--- src/rtl/din_stream_fifo.sv ---
// din_stream_fifo: first-word fall-through stream FIFO feeding a downstream register stage
// Ports:
//   clk, rst            single clock, asynchronous active-high reset
//   flush               synchronous clear; wins over push and pop
//   in_valid/in_ready   upstream handshake, in_data the offered word
//   out_valid/out_ready downstream handshake, out_data the oldest stored word
//   count               number of words currently stored (0..DEPTH)
module din_stream_fifo #(
  parameter int WIDTH = 8,
  parameter int DEPTH = 4
) (
  input  logic                       clk,
  input  logic                       rst,
  input  logic                       flush,
  input  logic                       in_valid,
  output logic                       in_ready,
  input  logic [WIDTH-1:0]           in_data,
  output logic                       out_valid,
  input  logic                       out_ready,
  output logic [WIDTH-1:0]           out_data,
  output logic [$clog2(DEPTH+1)-1:0] count
);
  localparam int AW = $clog2(DEPTH);
  localparam int CW = $clog2(DEPTH+1);
  logic [WIDTH-1:0] mem_q [DEPTH];
  logic [WIDTH-1:0] mem_d [DEPTH];
  logic [AW-1:0] wr_ptr_q, wr_ptr_d, rd_ptr_q, rd_ptr_d;
  logic [CW-1:0] count_q, count_d;
  logic push, pop;
  // Handshakes look only at registered occupancy, so a full FIFO never accepts
  // on a same-cycle pop and an empty FIFO never bypasses a push to the output.
  assign in_ready  = count_q != CW'(DEPTH);
  assign out_valid = count_q != '0;
  assign out_data  = mem_q[rd_ptr_q];
  assign count     = count_q;
  assign push      = in_valid && in_ready && !flush;
  assign pop       = out_valid && out_ready && !flush;
  // Pointers wrap naturally because DEPTH is a power of two.
  always_comb begin
    wr_ptr_d = flush ? '0 : wr_ptr_q + AW'(push);
    rd_ptr_d = flush ? '0 : rd_ptr_q + AW'(pop);
    count_d  = flush ? '0 : count_q + CW'(push) - CW'(pop);
  end
  always_comb begin
    mem_d = mem_q;
    if (push) mem_d[wr_ptr_q] = in_data;
  end
  always_ff @(posedge clk or posedge rst) begin
    if (rst) begin
      wr_ptr_q <= '0;
      rd_ptr_q <= '0;
      count_q  <= '0;
    end else begin
      wr_ptr_q <= wr_ptr_d;
      rd_ptr_q <= rd_ptr_d;
      count_q  <= count_d;
    end
  end
  // Storage needs no reset: nothing is visible until count says so.
  always_ff @(posedge clk) mem_q <= mem_d;
endmodule

--- config.mk ---
export PLATFORM = sky130hd
export DESIGN_NAME = din_stream_fifo
export DESIGN_NICKNAME = d
export VERILOG_FILES = /design/src/rtl/din_stream_fifo.sv
export SDC_FILE = /design/constraint.sdc
export NUM_CORES = 1
export LEC_CHECK = 0
export CORE_MARGIN = 2
export CORE_UTILIZATION = 50
export DETAILED_ROUTE_END_ITERATION = 10
export PLACE_DENSITY = 0.76
export SYNTH_ARGS = -nofsm -noshare
export SYNTH_HDL_FRONTEND = slang
export SYNTH_SLANG_ARGS = --single-unit
--- constraint.sdc ---
create_clock -name clk -period 4.15 [get_ports clk]
set_clock_uncertainty 0.15 [all_clocks]
set_input_delay 0.83 -clock clk [delete_from_list [all_inputs] [get_ports clk]]
set_output_delay 0.83 -clock clk [all_outputs]
set_load 0.03 [all_outputs]
==> results by group <==
Run status
  • Status: completed

Placed design
  • # placed instances: between 150 and 200
  • Final GP Congestion: 0.743
  • DP Wirelength: 1730 um
  • PortBufs: 25

CTS
  • Number of H-tree levels: 2
  • CTS buffer count: 5
  • Clk slew on worst S/H paths: roughly 0.12 ns
  • Clock root cell: clkbuf_4
  • Clock Latency Late Sink: 0.35 ns
  • Post-cts resize count: 0
  • Hold buffer count at cts: 0
  • Clock sinks: 39
  • TritonCTS clock tree: built
  • Post-CTS Setup Bufs: 0
  • Maximum root-to-sink buffer count: 2

Synth
  • Largest cells by area after synthesis: edfxtp_1, mux4_2, dfrtp_1
  • Synthesized cell area: 1570 um2
  • Top cells by count, synth: edfxtp_1, mux4_2, dfrtp_1
  • Seq/Total Area, Yosys: 72.5%
  • Post-Synth Adder-Cell Area: 4.47%
  • Synthesized-area fraction occupied by xor and xnor cells: under 10%
  • Complex-gate fraction of the synthesized area: 0%
  • Syn. warnings: 0
  • Proportion of synthesized area in mux cells: 11.5%
  • FF+latch count, synth: 39
  • Area leader, netlist: edfxtp_1
  • Netlist cell types: 21
  • Asr flop ratio synth: 17.9%
  • Syn Inst Count: just under 80
  • Simple-Gate Fraction of Synth Area: 7.02%
  • Predominant post-synthesis flop cell: edfxtp_1
  • EDFF count, synth: 32
  • Synth top area share: a little over 60%
  • Post-Syn Area per Cell: 19.8 um2
  • Synthesized net count: 97
  • Most frequent cell after synthesis: edfxtp_1
  • Largest family of logic cells by synthesized area: multiplexers

Setup path
  • CP max-delay cell: dfrtp_1
  • Reg2Reg Depth: 9
  • CP Class: flop to output pin
  • Critical path required time: between 3 and 4 ns
  • Critical Path Fanout Max: 9
  • Critical path, cell by cell: mux4_2, clkdlybuf4s50_1
  • Worst setup SP type: flop
  • CP max stage delay: 0.71 ns
  • CP Capture Type: output pin
  • CP arrival: roughly 2.2 ns

Timing
  • Final Slew Violations: 0
  • Total Neg Setup Slack: 0 ns
  • Tcrit/Tclk final: 77.6%
  • Setup-failing EPs final: 0
  • RSZ-0062 raised after global routing: false
  • Worst Tran Pin Value: about 0.62 ns
  • Fin. Hold Viols: 0
  • Min Tclk post-route: 3.22 ns
  • Slew margin rel.: 58.2%
  • Fmax: 310 MHz

Cells and area
  • Layout Cells excl Fill: 159
  • Ant diodes: 0
  • Fin nets: 132
  • Reg area: 1140 um2
  • Area of the multi-input gates: 407 um2
  • Fillers: 220
  • Fraction of layout cells with a size suffix above 1: around a fifth
  • Core Util, Final: roughly two thirds
  • Area Overhead vs Synth: 26.7%

Power
  • LEAKAGE: 0.715 nW
  • Power per cell area: 515 nW/um2
  • Worst VDD drop: around 280 uV

Detailed routing
  • Initial DRC count: 11
  • First drt pass iteration count: 2
  • Antenna Nets Post-Route: 0
  • DR vias/cell: 5.09
  • Post-route DRC: 0
  • WL final: 2480 um
  • Routed len/inst: 15.6 um
  • Vias: 809

Floorplanning
  • Core Rows: 20
  • Die H: 60.0 um
  • Starting utilization of the core area: 51.8%
  • Die area: 3600 um2
  • # IOs: 26
  • Core area: 3030 um2
  • Die width: 60.0 um

GRT
  • Gr usage total: 16.3%
  • Largest net degree at the start of global routing: 13
  • First-pass GRT wire length: between 3000 and 4000 um
  • Initial antenna violation count: 0
  • Number of global-route vias before repair: 830
  • Grt ovf: 0

Hold path
  • Worst Hold Class: flop to flop
  • Cell count of the worst hold path: 2

Flow run
  • Max-cap violations: 0
-- logic make-up after synthesis --
kind of cell	Yosys count
adders and majority gates	5
DFF	39
buffers and inverters	6
muxes	8
xor gates and xnor gates	3
and+or+nand+nor	18
-- cell type report --
type	instances	area share (%)
clock buffers	6	2.58
clock inverters	2	1.76
inverters	4	0.756
multi-input cells	34	20.5
flip-flops and latches	39	57.2
well taps	44	2.77
repair buffers	30	14.5
-- path summary, 6_finish.rpt --
kind / slack [ns] / end / start
worst max-delay path: 0.93 / out_data[6] / rd_ptr_q[0]
max in group asynchronous: 3.08 / count[1] / rst
worst max register to register: 1.72 / count[2] / count[1]
min in group asynchronous: 0.54 / wr_ptr_q[1] / rst
worst min register to register: 0.50 / wr_ptr_q[1] / wr_ptr_q[1]
worst min-delay path: 0.50 / wr_ptr_q[1] / wr_ptr_q[1]
-- metrics by stage --
stage	hold WS [ns]	instance area (um2)	worst slack, ns	power [mW]
6_report	0.500	1990	0.928	1.02
3_5_place_dp	0.475	1900	0.760	0.766
5_1_grt	0.542	1990	0.795	1.06
2_1_floorplan	0.412	1570	1.49	0.659
3_3_place_gp	0.461	1900	0.810	0.757
4_1_cts	0.501	1990	0.879	1.03
-- worst max-delay path: cells and delay by family, from the launching register on --
kind,cells,cell delay [ns]
muxes,1,0.58
DFF,1,0.71
buffers and inverters,1,0.60
-- registers in the layout, indices dropped and copies added (netlist names) --
signal and flops:
mem_q 32, count 3, rd_ptr_q 2, wr_ptr_q 2
-- power breakdown --
part | switching, mW | leakage, nW | internal, mW | total [mW]
sequential | 0.0303 | 0.385 | 0.451 | 0.481
combinational | 0.134 | 0.282 | 0.138 | 0.272
clock | 0.127 | 0.0482 | 0.142 | 0.269
-- layout by cell type (no fill, tap or decap), types with 2 or more instances in the layout --
master,instances
edfxtp_1,32
clkdlybuf4s50_1,25
mux4_2,8
dfrtp_1,7
nor2_1,5
clkbuf_4,5
buf_4,5
inv_1,4
ha_1,4
nor2b_1,3
xnor2_1,2
-- layer usage --
metal | routed length [um] | vias up | global-route usage, %
li1 | - | 377 | -
met1 | 1080 | 407 | 18.9
met2 | 1230 | 20 | 25.9
met3 | 115 | 5 | 6.71
met4 | 56 | 0 | 8.57
met5 | 0 | - | 0
(Power assumes the default switching activity.)
